--- config.mk ---
export PLATFORM = sky130hd
export DESIGN_NAME = iobuf_bank_ctrl
export DESIGN_NICKNAME = d
export VERILOG_FILES = /design/src/rtl/iobuf_bank_ctrl.sv
export SDC_FILE = /design/constraint.sdc
export NUM_CORES = 1
export LEC_CHECK = 0
export CAP_MARGIN = 10
export CORE_MARGIN = 2
export CORE_UTILIZATION = 56
export CTS_CLUSTER_SIZE = 20
export DETAILED_ROUTE_END_ITERATION = 8
export PLACE_DENSITY_LB_ADDON = 0.25
export SYNTH_ARGS = -nofsm -noshare
export SYNTH_HDL_FRONTEND = slang
export SYNTH_SLANG_ARGS = --single-unit
--- constraint.sdc ---
create_clock -name clk -period 3.2 [get_ports clk]
set_clock_uncertainty 0.15 [all_clocks]
set_input_delay 0.64 -clock clk [delete_from_list [all_inputs] [get_ports clk]]
set_output_delay 0.64 -clock clk [all_outputs]
set_load 0.01 [all_outputs]
--- src/rtl/iobuf_bank_ctrl.sv ---
// Multi-channel sequencer for 74LVC1T45 / 74LVC1G07 IO buffer pairs: every mode change passes
// through a Hi-Z dead-time so FPGA pad, 1T45 and 1G07 never drive against each other.
module iobuf_bank_ctrl #(
   parameter int CHANNELS    = 8,
   parameter int DEADTIME    = 4,
   parameter int SYNC_STAGES = 2
) (
   input  logic                clk,
   input  logic                rst_n,
   input  logic                hiz_all,
   input  logic [CHANNELS-1:0] oe,
   input  logic [CHANNELS-1:0] od,
   input  logic [CHANNELS-1:0] dir,
   input  logic [CHANNELS-1:0] din,
   output logic [CHANNELS-1:0] dout,
   output logic [CHANNELS-1:0] busy,
   output logic [CHANNELS-1:0] bufdir,
   output logic [CHANNELS-1:0] bufod,
   output logic [CHANNELS-1:0] bufdat_tristate_oe,
   output logic [CHANNELS-1:0] bufdat_tristate_dout,
   input  logic [CHANNELS-1:0] bufdat_tristate_din
);

   localparam int CW = (DEADTIME > 1) ? $clog2(DEADTIME) : 1;
   localparam logic [CW-1:0] CNT_LOAD = CW'(DEADTIME - 1);

   typedef enum logic [2:0] {
      S_IDLE,
      S_DEAD,
      S_ARM,
      S_PP,
      S_EXIT,
      S_OD
   } state_t;

   for (genvar ch = 0; ch < CHANNELS; ch++) begin : g_ch
      state_t        state_q, state_d;
      logic [CW-1:0] cnt_q, cnt_d;
      logic          req_in, req_od;
      logic          dir_q, od_q, oe_q, busy_q, dat_q;

      always_comb begin
         req_in  = hiz_all | ~oe[ch] | ~dir[ch];
         req_od  = ~req_in & od[ch];
         state_d = state_q;
         cnt_d   = cnt_q;
         unique case (state_q)
            S_IDLE: begin
               if (!req_in) begin
                  state_d = S_DEAD;
                  cnt_d   = CNT_LOAD;
               end
            end
            S_DEAD: begin
               // Request is only looked at when the dead-time expires
               if (cnt_q != '0)  cnt_d = cnt_q - 1'b1;
               else if (req_in)  state_d = S_IDLE;
               else if (req_od)  state_d = S_OD;
               else              state_d = S_ARM;
            end
            S_ARM:  state_d = S_PP;
            S_PP: begin
               if (req_in || req_od) state_d = S_EXIT;
            end
            S_EXIT: begin
               if (req_in) state_d = S_IDLE;
               else begin
                  state_d = S_DEAD;
                  cnt_d   = CNT_LOAD;
               end
            end
            S_OD: begin
               if (req_in) state_d = S_IDLE;
               else if (!req_od) begin
                  state_d = S_DEAD;
                  cnt_d   = CNT_LOAD;
               end
            end
            default: state_d = S_IDLE;
         endcase
      end

      // Pin outputs are registered from the next state so they change on the same edge as the FSM
      always_ff @(posedge clk or negedge rst_n) begin
         if (!rst_n) begin
            state_q <= S_IDLE;
            cnt_q   <= '0;
            dir_q   <= 1'b0;
            od_q    <= 1'b1;
            oe_q    <= 1'b0;
            busy_q  <= 1'b0;
            dat_q   <= 1'b0;
         end else begin
            state_q <= state_d;
            cnt_q   <= cnt_d;
            dir_q   <= (state_d == S_ARM) || (state_d == S_PP) || (state_d == S_EXIT);
            od_q    <= (state_d == S_OD) ? din[ch] : 1'b1;
            oe_q    <= (state_d == S_PP);
            busy_q  <= (state_d == S_DEAD) || (state_d == S_ARM) || (state_d == S_EXIT);
            dat_q   <= din[ch];
         end
      end

      assign bufdir[ch]               = dir_q;
      assign bufod[ch]                = od_q;
      assign bufdat_tristate_oe[ch]   = oe_q;
      assign busy[ch]                 = busy_q;
      assign bufdat_tristate_dout[ch] = dat_q;
   end

   logic [CHANNELS-1:0] sync_q [SYNC_STAGES];

   always_ff @(posedge clk or negedge rst_n) begin
      if (!rst_n) begin
         for (int unsigned i = 0; i < SYNC_STAGES; i++) sync_q[i] <= '0;
      end else begin
         sync_q[0] <= bufdat_tristate_din;
         for (int unsigned i = 1; i < SYNC_STAGES; i++) sync_q[i] <= sync_q[i-1];
      end
   end

   assign dout = sync_q[SYNC_STAGES-1];

endmodule

==> impl_metrics.py, run 1 <==
metrics = {
    "global_routing": {
        "initial_antenna_violation_count": 0,
        "global_route.usage.total": 0.198,
        "pin_count_of_the_biggest_net_entering_global_routing": 66,
        "wire_length_of_the_first_global_routing_pass_um": 14000,
        "grt-ovfl-total": 0,
        "first_global_vias": 3107,
    },
    "setup_path": {
        "worstRegToRegCells": 6,
        "setup.reg_to_reg.worst_slack_ps": 1360,
        "cp_data_required_time_ps": 2410,
        "critPathTopFamily": "buffers and inverters",
        "critical_path.cell_chain": "clkdlybuf4s50_1",
        "start_kind": "register",
        "worst-path-buf-inv": 1,
        "setup.worst_path.class": "reg -> out",
        "crit_path_largest_cell_delay_ps": 540,
        "worst_setup_path_end_kind": "output port",
        "slowest_stage": "sky130_fd_sc_hd__clkdlybuf4s50_1",
        "cp.arrival_ps": 1420,
        "path_max_fanout": 1,
        "worst_r2r_start": "g_ch[7].cnt_q[0]$_DFFE_PN0P_",
        "capture_point_of_the_worst_reg_to_reg_path": "g_ch[7].cnt_q[1]$_DFFE_PN0P_",
    },
    "floorplan": {
        "fp.dieH_um": 95.3,
        "fp.dieW_um": 95.3,
        "top_level_ports": 91,
        "coreArea_um2": 8130,
        "dieArea_um2": 9070,
        "starting_density_of_the_core": 0.573,
        "placement_rows": 33,
    },
    "timing": {
        "timing.setup.tns_ps": 0,
        "finalCriticalPeriod_ps": 2210,
        "final_min_period_over_clock_period": 0.692,
        "achievable-frequency_ghz": 0.452,
        "report.final.hold_viol_count": 0,
        "worst_slew_pin_slew_ps": 817,
        "finalSetupViolCount": 0,
        "worst_hold_slack_ps": 196,
        "rsz0062_at_grt": "no",
        "number_of_slew_limit_violations_in_the_final_report": 0,
        "min_setup_slack_post_route_ps": 987,
        "headroom_to_the_max_slew_limit": 0.455,
    },
    "power_and_ir_drop": {
        "seq_power_share": 0.453,
        "power.clock.fraction": 0.170,
        "net-switching-power_uw": 1410,
        "power.total_uw": 4010,
        "p_per_area_nw_per_um2": 734,
        "internal_power_uw": 2600,
        "share_comb_of_total_power": 0.377,
        "leakagePower_uw": 0.00245,
        "ir_worst_vdd_v": 0.000341,
        "switching_share": 0.351,
    },
    "cells_and_area": {
        "seqCellArea_um2": 2410,
        "layout-drive-gt1-share": 0.0713,
        "finalInstanceArea_um2": 5460,
        "multi_input_area_um2": 1730,
        "fillerInstances": 613,
        "insertedDiodeCount": 0,
        "design.final.nets": 537,
        "area_growth_pct": 17.1,
    },
    "drt": {
        "number_of_vias_per_cell_after_detailed_routing": 5.38,
        "routed-via-count": 3207,
        "postRouteWirelength_um": 8600,
        "drt_first_pass_iters": 4,
        "number_of_design_rule_violations_left_after_detail_routing": 0,
        "ant_nets": 0,
        "drtIter0Drc": 140,
        "routed_wire_length_per_instance_um": 14.4,
    },
    "hold_path": {
        "min_delay_path_class": "reg -> reg",
        "whs_path_depth": 0,
        "hold_end": "dout[3]$_DFF_PN0_",
        "holdCritStartpoint": "sync_q[11]$_DFF_PN0_",
    },
    "logic_synthesis": {
        "yosys_warnings": 0,
        "asyncSetResetFlopFracSynth": 1.00,
        "synth-main-ff-cell": "sky130_fd_sc_hd__dfrtp_1",
        "mappedNetlistNets": 497,
        "number_of_flops_mapped_to_enable_cells_by_yosys": 0,
        "seq_area_frac_synth": 0.517,
        "syn-instance-count": 446,
        "ys_seq_elements": 96,
        "ys_types": 52,
        "syn_area_um2": 4660,
        "average_cell_area_after_synthesis_um2": 10.5,
    },
    "clocking": {
        "ctsLongestPathBuffers": 2,
        "cts-resized-gates": 0,
        "clock_tree_from_tritoncts": "built",
        "post_cts_hold_buffers": 0,
        "clock-sinks": 96,
        "cts_made_buffers": 9,
        "clock_latency_ps": 360,
        "clkSlewWorstSetupHoldPaths_ps": 90,
        "htree_levels": 3,
        "cts_root_buffer": "sky130_fd_sc_hd__clkbuf_8",
        "post_cts.repair.setup_buffers": 0,
    },
    "placed_design": {
        "dp_slack_ps": 706,
        "port-buffer-count": 90,
        "dpl-instance-area_um2": 5300,
        "final_hpwl_dp_um": 6170,
        "finalWeightedCongestion": 0.906,
    },
    "job": {
        "drv_cap": 0,
    },
    "run_status": {
        "outcome": "complete, no violations",
    },
}
[cell usage in the layout (no fill, tap or decap), drive strengths merged, types with 4 or more instances in the layout]
cell and n:
dfstp 8, o21bai 7, nand2b 13, a22o 4, inv 25, nor3 9
a21oi 21, a31oi 10, o211a 5, nand2 25, and4bb 6, clkdlybuf4s50 89
ha 8, dfrtp 88, nor3b 10, mux2 11, nor2b 16, and2 5
o21ai 12, nand3b 11, nor2 46, a21o 5, mux2i 6, clkbuf 11
[per-stage QoR]
step / utilization / std cells
after floorplan: - / 446
after global placement: 0.651 / 580
after detailed placement: 0.651 / 580
after CTS: 0.671 / 596
after global routing: 0.671 / 596
final: 0.671 / 596
[power by group through the flow]
stage               Clock, µW  Sequential, µW  Combinational, µW
floorplan                   0            1690               1260
global placement            0            1810               1450
detailed placement          0            1830               1520
CTS                       709            1810               1530
global route              759            1870               1690
finish                    683            1820               1510
[worst max path at each step]
| stage | start | to | cells past startpoint |
|---|---|---|---|
| after floorplan | hiz_all | g_ch[7].cnt_q[1]$_DFFE_PN0P_ | 4 |
| after global placement | hiz_all | g_ch[7].cnt_q[1]$_DFFE_PN0P_ | 6 |
| after detailed placement | hiz_all | g_ch[7].cnt_q[1]$_DFFE_PN0P_ | 6 |
| after CTS | g_ch[6].od_q$_DFF_PN1_ | bufod[6] | 1 |
| after global routing | g_ch[7].od_q$_DFF_PN1_ | bufod[7] | 1 |
| final | g_ch[6].od_q$_DFF_PN1_ | bufod[6] | 1 |
[registers in the layout, summed over array words and instances (netlist names)]
name	cells
g_ch.state_q	24
g_ch.dir_q	8
sync_q	8
g_ch.od_q	8
g_ch.oe_q	8
g_ch.busy_q	8
g_ch.cnt_q	16
g_ch.dat_q	8
dout	8
[layer usage]
layer	vias up	part of all wire	track usage
met5	-	0	0
met4	0	0.017	0.0966
met3	12	0.051	0.0395
met2	95	0.50	0.326
met1	1544	0.43	0.251
li1	1556	-	-
[kinds of logic after synthesis]
family,share of synthesized area
compound gates,0.127
flops,0.517
simple gates,0.184
fa+ha+maj,0.0215
buf+inv,0.111
mux,0.0394
[synthesized netlist by cell type (3+ instances only)]
master	number	area, µm²
sky130_fd_sc_hd__dfrtp_1	88	2200
sky130_fd_sc_hd__buf_4	48	360
sky130_fd_sc_hd__nor2_1	46	173
sky130_fd_sc_hd__inv_1	25	93.8
sky130_fd_sc_hd__nand2_1	25	93.8
sky130_fd_sc_hd__a21oi_1	21	105
sky130_fd_sc_hd__nor2b_1	16	100
sky130_fd_sc_hd__nand2b_1	13	81.3
sky130_fd_sc_hd__mux2_1	11	124
sky130_fd_sc_hd__a31oi_1	10	62.6
sky130_fd_sc_hd__nand3b_1	10	75.1
sky130_fd_sc_hd__clkbuf_1	9	33.8
sky130_fd_sc_hd__nor3_1	9	45.0
sky130_fd_sc_hd__nor3b_1	9	67.6
sky130_fd_sc_hd__dfstp_2	8	210
sky130_fd_sc_hd__ha_1	8	100
sky130_fd_sc_hd__o21ai_0	8	40.0
sky130_fd_sc_hd__o21bai_1	7	52.6
sky130_fd_sc_hd__buf_2	6	30.0
sky130_fd_sc_hd__mux2i_1	6	60.1
sky130_fd_sc_hd__and4bb_1	5	62.6
sky130_fd_sc_hd__o211a_1	5	50.1
sky130_fd_sc_hd__a21o_1	4	30.0
sky130_fd_sc_hd__a22o_1	4	35.0
sky130_fd_sc_hd__and2_1	4	25.0
sky130_fd_sc_hd__o21ai_1	4	20.0
sky130_fd_sc_hd__nand4bb_1	3	33.8
sky130_fd_sc_hd__o21a_1	3	22.5
sky130_fd_sc_hd__or3_1	3	18.8
[area by class of cell]
type | instances | area share
clock buffer | 11 | 0.0241
clock inverter | 5 | 0.00619
inverter | 25 | 0.0172
multi-input combinational | 262 | 0.317
sequential | 96 | 0.442
tap | 105 | 0.0241
timing repair buffer | 92 | 0.170
[worst register-to-register path, cell delays in order, from the launching register on]
cell and delay (ps):
sky130_fd_sc_hd__dfrtp_1 380, sky130_fd_sc_hd__inv_1 50, sky130_fd_sc_hd__ha_1 250, sky130_fd_sc_hd__nor3b_2 200
sky130_fd_sc_hd__o21ba_2 190, sky130_fd_sc_hd__a311o_1 360, sky130_fd_sc_hd__a22oi_2 190
Power figures use the tool's default switching activity.
==> inputs of run 2 (changes only) <==
--- a/config.mk
+++ b/config.mk
@@ -7,7 +7,7 @@
 export LEC_CHECK = 0
 export CAP_MARGIN = 10
 export CORE_MARGIN = 2
-export CORE_UTILIZATION = 56
+export CORE_UTILIZATION = 47
 export CTS_CLUSTER_SIZE = 20
 export DETAILED_ROUTE_END_ITERATION = 8
 export PLACE_DENSITY_LB_ADDON = 0.25
==> constraint.sdc (replaced) <==
create_clock -name clk -period 1.9 [get_ports clk]
set_clock_uncertainty 0.15 [all_clocks]
set_input_delay 0.38 -clock clk [delete_from_list [all_inputs] [get_ports clk]]
set_output_delay 0.38 -clock clk [all_outputs]
set_load 0.01 [all_outputs]
==> impl_metrics.py, run 2 (synthesized netlist as in run 1, its figures left out) <==
metrics = {
    "setup_path": {
        "slowest_stage": "sky130_fd_sc_hd__clkdlybuf4s50_1",
        "path_max_fanout": 1,
        "cp_data_required_time_ps": 1370,
        "critPathTopFamily": "buffers and inverters",
        "setup.reg_to_reg.worst_slack_ps": 120,
        "worst-path-buf-inv": 1,
        "setup.worst_path.class": "reg -> out",
        "critical_path.cell_chain": "clkdlybuf4s50_1",
        "start_kind": "register",
        "worst_setup_path_end_kind": "output port",
        "cp.arrival_ps": 1280,
        "crit_path_largest_cell_delay_ps": 550,
    },
    "placed_design": {
        "finalWeightedCongestion": 0.854,
        "port-buffer-count": 90,
        "final_hpwl_dp_um": 6420,
        "dp_slack_ps": -419,
        "placed_cells_incl_taps": 633,
    },
    "run_status": {
        "outcome": "complete, no violations",
    },
    "floorplan": {
        "dieArea_um2": 10700,
        "top_level_ports": 91,
        "starting_density_of_the_core": 0.482,
        "fp.dieH_um": 104,
        "fp.dieW_um": 104,
        "coreArea_um2": 9680,
        "placement_rows": 36,
    },
    "power_and_ir_drop": {
        "p_per_area_nw_per_um2": 1220,
        "ir_worst_vdd_v": 0.000500,
        "leakagePower_uw": 0.00259,
    },
    "timing": {
        "report.final.hold_viol_count": 0,
        "finalCriticalPeriod_ps": 1810,
        "finalSetupViolCount": 0,
        "min_setup_slack_post_route_ps": 87.8,
        "final_min_period_over_clock_period": 0.954,
        "worst_slew_pin_slew_ps": 481,
        "achievable-frequency_ghz": 0.552,
        "headroom_to_the_max_slew_limit": 0.679,
        "rsz0062_at_grt": "no",
        "number_of_slew_limit_violations_in_the_final_report": 0,
        "timing.setup.tns_ps": 0,
    },
    "clocking": {
        "cts_made_buffers": 9,
        "ctsLongestPathBuffers": 2,
        "clock-sinks": 96,
        "htree_levels": 3,
        "clock_latency_ps": 360,
        "clock_tree_from_tritoncts": "built",
        "post_cts.repair.setup_buffers": 0,
        "cts_root_buffer": "sky130_fd_sc_hd__clkbuf_8",
        "clkSlewWorstSetupHoldPaths_ps": 90,
    },
    "drt": {
        "drtIter0Drc": 107,
        "postRouteWirelength_um": 8710,
        "routed_wire_length_per_instance_um": 13.4,
        "number_of_vias_per_cell_after_detailed_routing": 5.10,
        "number_of_design_rule_violations_left_after_detail_routing": 0,
        "routed-via-count": 3312,
        "drt_first_pass_iters": 4,
        "ant_nets": 0,
    },
    "global_routing": {
        "first_global_vias": 3196,
        "pin_count_of_the_biggest_net_entering_global_routing": 37,
        "initial_antenna_violation_count": 0,
        "wire_length_of_the_first_global_routing_pass_um": 14700,
        "global_route.usage.total": 0.169,
        "grt-ovfl-total": 0,
    },
    "cells_and_area": {
        "fillerInstances": 837,
        "largest_registers": "g_ch.state_q (24), g_ch.cnt_q (16)",
        "layout_common_cells": "88 x sky130_fd_sc_hd__dfrtp_1, 80 x sky130_fd_sc_hd__clkdlybuf4s50_1, 46 x sky130_fd_sc_hd__nor2_1",
        "area_growth_pct": 23.0,
        "mostFrequentLayoutCell": "sky130_fd_sc_hd__dfrtp_1",
        "insertedDiodeCount": 0,
        "largest_reg_flops": 24,
        "layout-drive-gt1-share": 0.122,
        "top_register": "g_ch.state_q",
        "finalNonFillerCells": 650,
        "design.final.nets": 563,
    },
    "job": {
        "drv_cap": 0,
    },
    "hold_path": {
        "min_delay_path_class": "reg -> reg",
    },
}
[run 2: changes by cell type in the layout (fill, tap and decap cells not counted), sizes merged]
| cell | delta |
|---|---|
| buf | +25 |
| clkdlybuf4s50 | -9 |
| clkinvlp | -1 |
| dlygate4sd2 | +9 |
| dlygate4sd3 | +1 |
| inv | +1 |
[run 2: worst reg2reg max path: cells and delay by family (launching register included)]
| kind | cells | cell delay (ps) |
|---|---|---|
| buffers and inverters | 1 | 50 |
| adder cells (fa/ha/maj) | 1 | 210 |
| AND/OR/NAND/NOR | 1 | 200 |
| flip-flops | 1 | 370 |
| AO/OA/AOI/OAI | 3 | 740 |
[run 2: what timing repair did]
item | 4_1_cts | 5_1_grt
hold buffers | 1 | 0
hold endpoints to repair | 29 | 0
resized for setup | 9 | 1
endpoints found under the setup margin | 10 | 1
pin swaps | 0 | 0
[run 2: where the power goes]
| part | switching [µW] | internal, µW |
|---|---|---|
| sequential | 485 | 2560 |
| clock | 693 | 554 |
| combinational | 1220 | 1490 |
[run 2: per-stage QoR]
stage | util | cell area [µm²] | hold slack [ps] | power, µW
final | 0.592 | 5740 | 208 | 7010
after CTS | 0.592 | 5730 | 212 | 7100
after global routing | 0.592 | 5740 | 223 | 7550
after floorplan | - | 4660 | -65.6 | 4970
after global placement | 0.572 | 5540 | 184 | 5680
after detailed placement | 0.572 | 5540 | 188 | 5810
[run 2: final timing paths]
path,startpoint,end,cells past startpoint
max,g_ch[1].dir_q$_DFF_PN0_,bufdir[1],1
min,sync_q[15]$_DFF_PN0_,dout[7]$_DFF_PN0_,0
max reg2reg,g_ch[7].cnt_q[0]$_DFFE_PN0P_,g_ch[7].cnt_q[1]$_DFFE_PN0P_,6
min reg2reg,sync_q[15]$_DFF_PN0_,dout[7]$_DFF_PN0_,0
max in group asynchronous,rst_n,g_ch[4].od_q$_DFF_PN1_,3
min in group asynchronous,rst_n,g_ch[3].dat_q$_DFF_PN0_,2
[run 2: layout make-up]
| type | count | area (µm²) | area share |
|---|---|---|---|
| multi-input cells | 262 | 1740 | 0.303 |
| inverters | 25 | 93.8 | 0.0164 |
| flip-flops and latches | 96 | 2410 | 0.421 |
| repair buffers | 118 | 1140 | 0.198 |
| clock inverters | 5 | 38.8 | 0.00676 |
| well taps | 133 | 166 | 0.0290 |
| clock buffers | 11 | 151 | 0.0264 |
[run 2: per-layer routing]
layer  routed length, µm  track usage  part of all wire  up-vias
met1                3900        0.212              0.45     1599
li1                    -            -                 -     1608
met2                4200        0.280              0.48       90
met4                 163       0.0685             0.019        0
met3                 443       0.0422             0.051       15
met5                   0            0                 0        -
